$ cat config.mk
export PLATFORM = sky130hd
export DESIGN_NAME = hazard_stall_ctrl
export DESIGN_NICKNAME = d
export VERILOG_FILES = /design/src/rtl/hazard_stall_ctrl.sv
export SDC_FILE = /design/constraint.sdc
export NUM_CORES = 1
export LEC_CHECK = 0
export BUFFER_PORTS_ARGS = -buffer_cell sky130_fd_sc_hd__clkbuf_2
export CAP_MARGIN = 0
export CORE_MARGIN = 4
export CORE_UTILIZATION = 46
export CTS_BUF_LIST = sky130_fd_sc_hd__clkbuf_16
export CTS_CLUSTER_DIAMETER = 120
export DETAILED_ROUTE_END_ITERATION = 12
export HOLD_SLACK_MARGIN = 0.02
export MAX_ROUTING_LAYER = met4
export PLACE_DENSITY = 0.79
export SLEW_MARGIN = 20
export SYNTH_ARGS = -nofsm -noshare
export SYNTH_HDL_FRONTEND = slang
export SYNTH_SLANG_ARGS = --single-unit
$ cat constraint.sdc
create_clock -name clk -period 1.8 [get_ports clk]
set_clock_uncertainty 0.05 [all_clocks]
set_input_delay 0.18 -clock clk [delete_from_list [all_inputs] [get_ports clk]]
set_output_delay 0.18 -clock clk [all_outputs]
set_load 0.05 [all_outputs]
$ cat src/rtl/hazard_stall_ctrl.sv
// Pipeline sequencer: load-use / JR stall detection, branch and jump flush, and memory-wait freeze.
// Optional saturating performance counters are built when HAZARD_PERF_EN is defined.
module hazard_stall_ctrl #(
  parameter int RA_W = 5
`ifdef HAZARD_PERF_EN
  , parameter int CNT_W = 16
`endif
) (
  input  logic            clk,
  input  logic            rst_n,
  input  logic            id_valid,
  input  logic [RA_W-1:0] id_rs,
  input  logic [RA_W-1:0] id_rt,
  input  logic            id_uses_rt,
  input  logic [RA_W-1:0] id_dest,
  input  logic            id_reg_write,
  input  logic            id_mem_read,
  input  logic [1:0]      id_jump,
  input  logic            id_j_jump,
  input  logic            ex_br_taken,
  input  logic            mem_req,
  input  logic            mem_ready,
  output logic            pc_we,
  output logic            ifid_we,
  output logic            ifid_flush,
  output logic            idex_bubble,
  output logic            jr_fwd,
  output logic [2:0]      state
`ifdef HAZARD_PERF_EN
  ,
  output logic [CNT_W-1:0] stall_cnt,
  output logic [CNT_W-1:0] flush_cnt,
  output logic [CNT_W-1:0] memwait_cnt
`endif
);

  typedef enum logic [2:0] {
    RUN        = 3'd0,
    LOAD_STALL = 3'd1,
    JR_STALL   = 3'd2,
    MEM_WAIT   = 3'd3,
    FLUSH      = 3'd4
  } state_e;

  localparam logic [RA_W-1:0] REG_ZERO = {RA_W{1'b0}};

  state_e          state_r;
  state_e          ret_state_r;
  state_e          next_state_s;
  state_e          next_ret_s;
  state_e          eff_state_s;

  logic [RA_W-1:0] ex_rd_r;
  logic            ex_reg_write_r;
  logic            ex_mem_read_r;
  logic [RA_W-1:0] mem_rd_r;
  logic            mem_reg_write_r;
  logic            mem_mem_read_r;

  logic            is_jr_s;
  logic            rs_ex_s;
  logic            rt_ex_s;
  logic            rs_mem_s;
  logic            load_use_s;
  logic            jr_hazard_s;
  logic            mem_stall_s;
  logic            freeze_s;
  logic            hz_stall_s;

  // A source register depends on a stage when it is written there; register 0 never matches.
  function automatic logic reg_match(input logic [RA_W-1:0] src,
                                     input logic [RA_W-1:0] rd,
                                     input logic            wr);
    reg_match = (src != REG_ZERO) && (src == rd) && wr;
  endfunction

  // Hazard terms against the EX and MEM shadow stages
  always_comb begin
    is_jr_s     = id_valid && ((id_jump == 2'b01) || (id_jump == 2'b10));
    rs_ex_s     = reg_match(id_rs, ex_rd_r, ex_reg_write_r);
    rt_ex_s     = id_uses_rt && reg_match(id_rt, ex_rd_r, ex_reg_write_r);
    rs_mem_s    = reg_match(id_rs, mem_rd_r, mem_reg_write_r);
    load_use_s  = id_valid && ex_mem_read_r && (rs_ex_s || rt_ex_s);
    // JR reads rs in ID, so a producer in EX or a load still in MEM must drain first
    jr_hazard_s = is_jr_s && (rs_ex_s || (rs_mem_s && mem_mem_read_r));
    mem_stall_s = mem_req && !mem_ready;
    if (state_r == MEM_WAIT) begin
      eff_state_s = ret_state_r;
    end else begin
      eff_state_s = state_r;
    end
  end

  // Next-state and pipeline-control decode
  always_comb begin
    pc_we        = 1'b1;
    ifid_we      = 1'b1;
    ifid_flush   = 1'b0;
    idex_bubble  = 1'b0;
    jr_fwd       = 1'b0;
    freeze_s     = 1'b0;
    hz_stall_s   = 1'b0;
    next_state_s = RUN;
    next_ret_s   = ret_state_r;
    if (!rst_n) begin
      next_state_s = RUN;
    end else if (mem_stall_s) begin
      // Whole pipeline frozen; a pending taken branch is replayed as FLUSH on release
      pc_we        = 1'b0;
      ifid_we      = 1'b0;
      freeze_s     = 1'b1;
      next_state_s = MEM_WAIT;
      if (state_r == MEM_WAIT) begin
        next_ret_s = ret_state_r;
      end else if (ex_br_taken) begin
        next_ret_s = FLUSH;
      end else begin
        next_ret_s = state_r;
      end
    end else begin
      case (eff_state_s)
        RUN, LOAD_STALL, JR_STALL, FLUSH: begin
          if (ex_br_taken || (eff_state_s == FLUSH)) begin
            ifid_flush   = 1'b1;
            idex_bubble  = 1'b1;
            next_state_s = RUN;
          end else if (load_use_s) begin
            pc_we        = 1'b0;
            ifid_we      = 1'b0;
            idex_bubble  = 1'b1;
            hz_stall_s   = 1'b1;
            next_state_s = LOAD_STALL;
          end else if (jr_hazard_s) begin
            pc_we        = 1'b0;
            ifid_we      = 1'b0;
            idex_bubble  = 1'b1;
            hz_stall_s   = 1'b1;
            next_state_s = JR_STALL;
          end else if (id_valid && (id_j_jump || is_jr_s)) begin
            ifid_flush   = 1'b1;
            jr_fwd       = is_jr_s && rs_mem_s && !mem_mem_read_r;
            next_state_s = RUN;
          end else begin
            next_state_s = RUN;
          end
        end
        default: begin
          next_state_s = RUN;
        end
      endcase
    end
  end

  // FSM state and saved return state
  always_ff @(posedge clk or negedge rst_n) begin
    if (!rst_n) begin
      state_r     <= RUN;
      ret_state_r <= RUN;
    end else begin
      state_r     <= next_state_s;
      ret_state_r <= next_ret_s;
    end
  end

  // Shadow copy of the EX/MEM destination fields; holds while frozen
  always_ff @(posedge clk or negedge rst_n) begin
    if (!rst_n) begin
      ex_rd_r         <= REG_ZERO;
      ex_reg_write_r  <= 1'b0;
      ex_mem_read_r   <= 1'b0;
      mem_rd_r        <= REG_ZERO;
      mem_reg_write_r <= 1'b0;
      mem_mem_read_r  <= 1'b0;
    end else if (!freeze_s) begin
      if (idex_bubble || !id_valid) begin
        ex_rd_r        <= REG_ZERO;
        ex_reg_write_r <= 1'b0;
        ex_mem_read_r  <= 1'b0;
      end else begin
        ex_rd_r        <= id_dest;
        ex_reg_write_r <= id_reg_write;
        ex_mem_read_r  <= id_mem_read;
      end
      mem_rd_r        <= ex_rd_r;
      mem_reg_write_r <= ex_reg_write_r;
      mem_mem_read_r  <= ex_mem_read_r;
    end
  end

  assign state = state_r;

`ifdef HAZARD_PERF_EN
  localparam logic [CNT_W-1:0] CNT_MAX = {CNT_W{1'b1}};
  localparam logic [CNT_W-1:0] CNT_ONE = {{(CNT_W-1){1'b0}}, 1'b1};

  logic [CNT_W-1:0] stall_cnt_r;
  logic [CNT_W-1:0] flush_cnt_r;
  logic [CNT_W-1:0] memwait_cnt_r;

  // Saturating event counters, cleared only by reset
  always_ff @(posedge clk or negedge rst_n) begin
    if (!rst_n) begin
      stall_cnt_r   <= {CNT_W{1'b0}};
      flush_cnt_r   <= {CNT_W{1'b0}};
      memwait_cnt_r <= {CNT_W{1'b0}};
    end else begin
      if (hz_stall_s && (stall_cnt_r != CNT_MAX)) begin
        stall_cnt_r <= stall_cnt_r + CNT_ONE;
      end
      if (ifid_flush && (flush_cnt_r != CNT_MAX)) begin
        flush_cnt_r <= flush_cnt_r + CNT_ONE;
      end
      if (freeze_s && (memwait_cnt_r != CNT_MAX)) begin
        memwait_cnt_r <= memwait_cnt_r + CNT_ONE;
      end
    end
  end

  assign stall_cnt   = stall_cnt_r;
  assign flush_cnt   = flush_cnt_r;
  assign memwait_cnt = memwait_cnt_r;
`endif

endmodule
==> results by stage <==
Route:
- The total iterations of the first detailed-routing run is 5.
- The total number of vias is 1316.
- The count of nets left with antenna violations once routing finished came out at 0.
- The DRC violation total after the first TritonRoute iteration is 62.
- Dividing the detail-routed via count by the number of cells gives 5.77.
- The total wire length is 4470 um.
- After detailed routing, the average wire length per cell comes to 19.6 um.
- For this run, design rule violations remaining after detail routing come to 0.

Clock tree:
- The buffer levels on the longest clock path is 2.
- The source-to-sink clock delay at the later pin of the worst-skew pair is 260 ps.
- The master cell of the clock root buffer is sky130_fd_sc_hd__clkbuf_16.
- The clock transition at the registers of the reported paths is 60 ps.
- The total CTS buffers is 3.
- TritonCTS built the clock tree.
- The H-tree depth is 1.
- The tree built by TritonCTS fans out to 19 sinks.

Setup path:
- The setup path with the least slack is of type reg2out.
- The critical path data required time is 1570 ps.
- Of all nets on the critical path, the largest fanout is 4.
- The worst setup path is captured at an output pin.
- Data arrives at the worst endpoint at 2140 ps.
- STA classifies the critical path startpoint as a register.

Die:
- The site row count is 18.
- Once the floorplan was initialized, standard cells occupied 48.1% of the core.
- In this run the standard cell core region covers 0.00245 mm^2.
- In this run the vertical extent of the chip is 58.7 um.
- The die is 58.7 um wide.
- The die footprint is 0.00344 mm^2.
- The I/O pin count is 35.

Cells and area:
- The area occupied by registers is 478 um^2.
- Counting the fill cells in the layout gives 151.
- Compared with the post-synthesis result, the final layout area differs by 60.7%.
- The number of nets in the final layout is 226.
- The commonest non-fill, non-tap cell in the layout is sky130_fd_sc_hd__nand2_1.
- The proportion of layout cells with a drive suffix above 1 is 47.0%.
- The antenna diode count is 0.
- The multi-input combinational cells in the finished layout cover a total of 840 um^2.
- In the layout the commonest cells are sky130_fd_sc_hd__nand2_1, sky130_fd_sc_hd__clkbuf_2, sky130_fd_sc_hd__buf_4, sky130_fd_sc_hd__dfrtp_1.

Global route:
- The global-route met1 utilization is 28.0%.
- The number of antenna violations at the first check in global routing is 0.
- The met2 global-route usage is 41.5%.
- The routing layer with the top usage in global route is met2.
- The first global-routing pass estimated 6230 um of wire.
- Global routing used 25.4% of the available tracks across all layers.
- The global route total overflow is 0.
- Entering global routing, the biggest net connects 20 pins.
- The number of global-route vias before repair is 1255.
- For this run, global-route usage on met3 was measured as 5.48%.

Logic synthesis:
- Multiplexer cells account for 1.91% of the synthesized area.
- Among all flip-flop cells after synthesis, the most frequent one is sky130_fd_sc_hd__dfrtp_1.
- The count of unique library cells instantiated by Yosys is 33.
- By area, the combinational part of the netlist is dominated by simple AND/OR/NAND/NOR gates.
- Of the total synthesized cell area, the portion taken by AND, OR, NAND and NOR gates is 26.1%.
- In the synthesized netlist, the number of instances is 137.
- Summing the areas of all fa, ha and maj instances in the mapped netlist gives 0.847% of the synthesized area.
- The synthesized area per cell is 8.62 um^2.
- The number of nets in the synthesized netlist is 164.
- Yosys mapped a number of flops with a built-in enable equal to 0.
- The cell area after synthesis is 0.00118 mm^2.
- The sequential share of the synthesized area is 40.3%.
- After synthesis the netlist holds a flip-flop and latch count of 19.
- The synthesized netlist devotes 16.9% of its cell area to compound gates.
- The xor and xnor area share after synthesis is 11.1%.
- For this run, asynchronously set or reset flops after synthesis account for 100%.
- The warning count from the yosys run is 0.

STA:
- Setup repair after global routing could not meet its margin everywhere.
- The final-report max-slew violation count is 0.
- The setup violation total in the final timing report is 14.
- The count of endpoints failing hold in the final timing report is 0.
- Headroom to the max-slew limit came out at 41.9%.
- The post-layout worst setup margin is -566 ps.
- The worst hold slack is 83.1 ps.
- The minimum period implied by the final worst setup slack is 2370 ps.
- Derived from the worst setup path, the maximum achievable clock frequency is 423 MHz.
- Dividing the final minimum period by the clock period gives 131%.
- For the pin with the worst max-slew slack, the measured transition is 868 ps.

Pwr:
- Dividing total power by cell area gives a power density of 681 mW/mm^2.
- The static leakage is 0.000866 uW.
- The peak supply drop is 0.679 mV.

Placement:
- The pre-CTS worst setup slack is -320 ps.
- The half-perimeter wire length after placement is 2470 um.
- Buffers placed on the I/O ports in this run total 33.
- Routability-driven placement finished with a final weighted congestion of 0.861.

Run:
- Max-cap violations in this run came to 0.

Hold path:
- The type of the tightest min-delay check is in2reg.

Status:
- The checks that failed: setup timing.
- The flow ran to the end, but the final reports show violations.
[critical path, cell delays in order (launching register included)]
cell and delay [ps]:
sky130_fd_sc_hd__dfrtp_1 430, sky130_fd_sc_hd__buf_6 160, sky130_fd_sc_hd__xnor2_2 150, sky130_fd_sc_hd__nand4_1 200, sky130_fd_sc_hd__a211oi_4 310, sky130_fd_sc_hd__a221oi_4 70, sky130_fd_sc_hd__buf_4 180, sky130_fd_sc_hd__nor2_4 130
sky130_fd_sc_hd__nor2_4 60, sky130_fd_sc_hd__buf_8 160
[synthesized netlist by cell type, drive strengths merged (2+ instances only)]
cell,n,area [um^2]
a21oi,6,30.0
a22o,2,17.5
and2,2,12.5
buf,2,15.0
clkbuf,4,15.0
dfrtp,19,475
mux2,2,22.5
nand2,44,165
nand3,3,15.0
nand4,3,18.8
nor2,5,26.3
nor2b,2,12.5
nor3,3,20.0
o21ai,10,50.0
o31ai,2,15.0
o41ai,2,17.5
xnor2,12,105
xor2,3,26.3
[logic make-up (layout without fill, tap and decap cells)]
logic type	Yosys count	in the layout
compound gates	27	27
other cells	1	1
fa+ha+maj	1	1
flops	19	19
simple gates	66	66
xor+xnor	15	15
mux	2	2
buf+inv	6	67
[flip-flops by register name, indices dropped and copies added, names as in the netlist]
| name | flops |
|---|---|
| mem_reg_write_r | 1 |
| mem_rd_r | 5 |
| ex_reg_write_r | 1 |
| state | 2 |
| mem_mem_read_r | 1 |
| ex_rd_r | 5 |
| ex_mem_read_r | 1 |
| ret_state_r | 3 |
[through the flow]
step                power [uW]  setup TNS (ps)  util, %  instance area (um^2)  cells
global placement           739           -2510     64.6                  1590    216
CTS                       1230           -3230     72.6                  1780    224
finish                    1290           -4920     77.3                  1900    228
global route              1330           -6130     77.3                  1900    228
floorplan                  632           -1030        -                  1220    137
detailed placement         752           -3520     64.6                  1590    216
[area by class of cell]
type                            count  share of cell area, %
Clock inverter                      1                  0.264
Sequential cell                    19                   25.2
Timing Repair Buffer               63                   24.4
Tap cell                           30                   1.98
Clock buffer                        3                   3.96
Multi-Input combinational cell    112                   44.2
[what timing repair did]
| action | 4_1_cts | 5_1_grt |
|---|---|---|
| hold buffers | 1 | 0 |
| gates resized for setup | 16 | 18 |
| pin swaps | 7 | 10 |
| buffers inserted | 3 | 5 |
| endpoints found under the setup margin | 13 | 14 |
| endpoints found under the hold margin | 19 | 0 |
[path summary, 6_finish.rpt]
path	start	to	slack, ps	depth (start not counted)
worst min register to register	mem_reg_write_r$_DFFE_PN0N_	mem_reg_write_r$_DFFE_PN0N_	430	2
worst max register to register	ex_rd_r[2]$_DFFE_PN0N_	ex_rd_r[2]$_DFFE_PN0N_	-270	8
worst max-delay path	ex_rd_r[2]$_DFFE_PN0N_	ifid_we	-570	9
max in group asynchronous	rst_n	ex_rd_r[3]$_DFFE_PN0N_	420	3
min in group asynchronous	rst_n	mem_rd_r[4]$_DFFE_PN0N_	690	3
worst min-delay path	id_dest[1]	ex_rd_r[1]$_DFFE_PN0N_	80	3
[where the power goes]
part | internal (uW) | leakage (uW) | switching, uW
combinational | 145 | 0.000578 | 175
clock | 299 | 0.0000409 | 178
sequential | 458 | 0.000247 | 38.0
[metal layers]
layer  share of wire (%)  vias to the layer above
met1                  36                      607
met5                   0                        -
met3                 7.8                       34
li1                    -                      589
met2                  48                       86
met4                 8.3                        0
(Power assumes the default switching activity.)
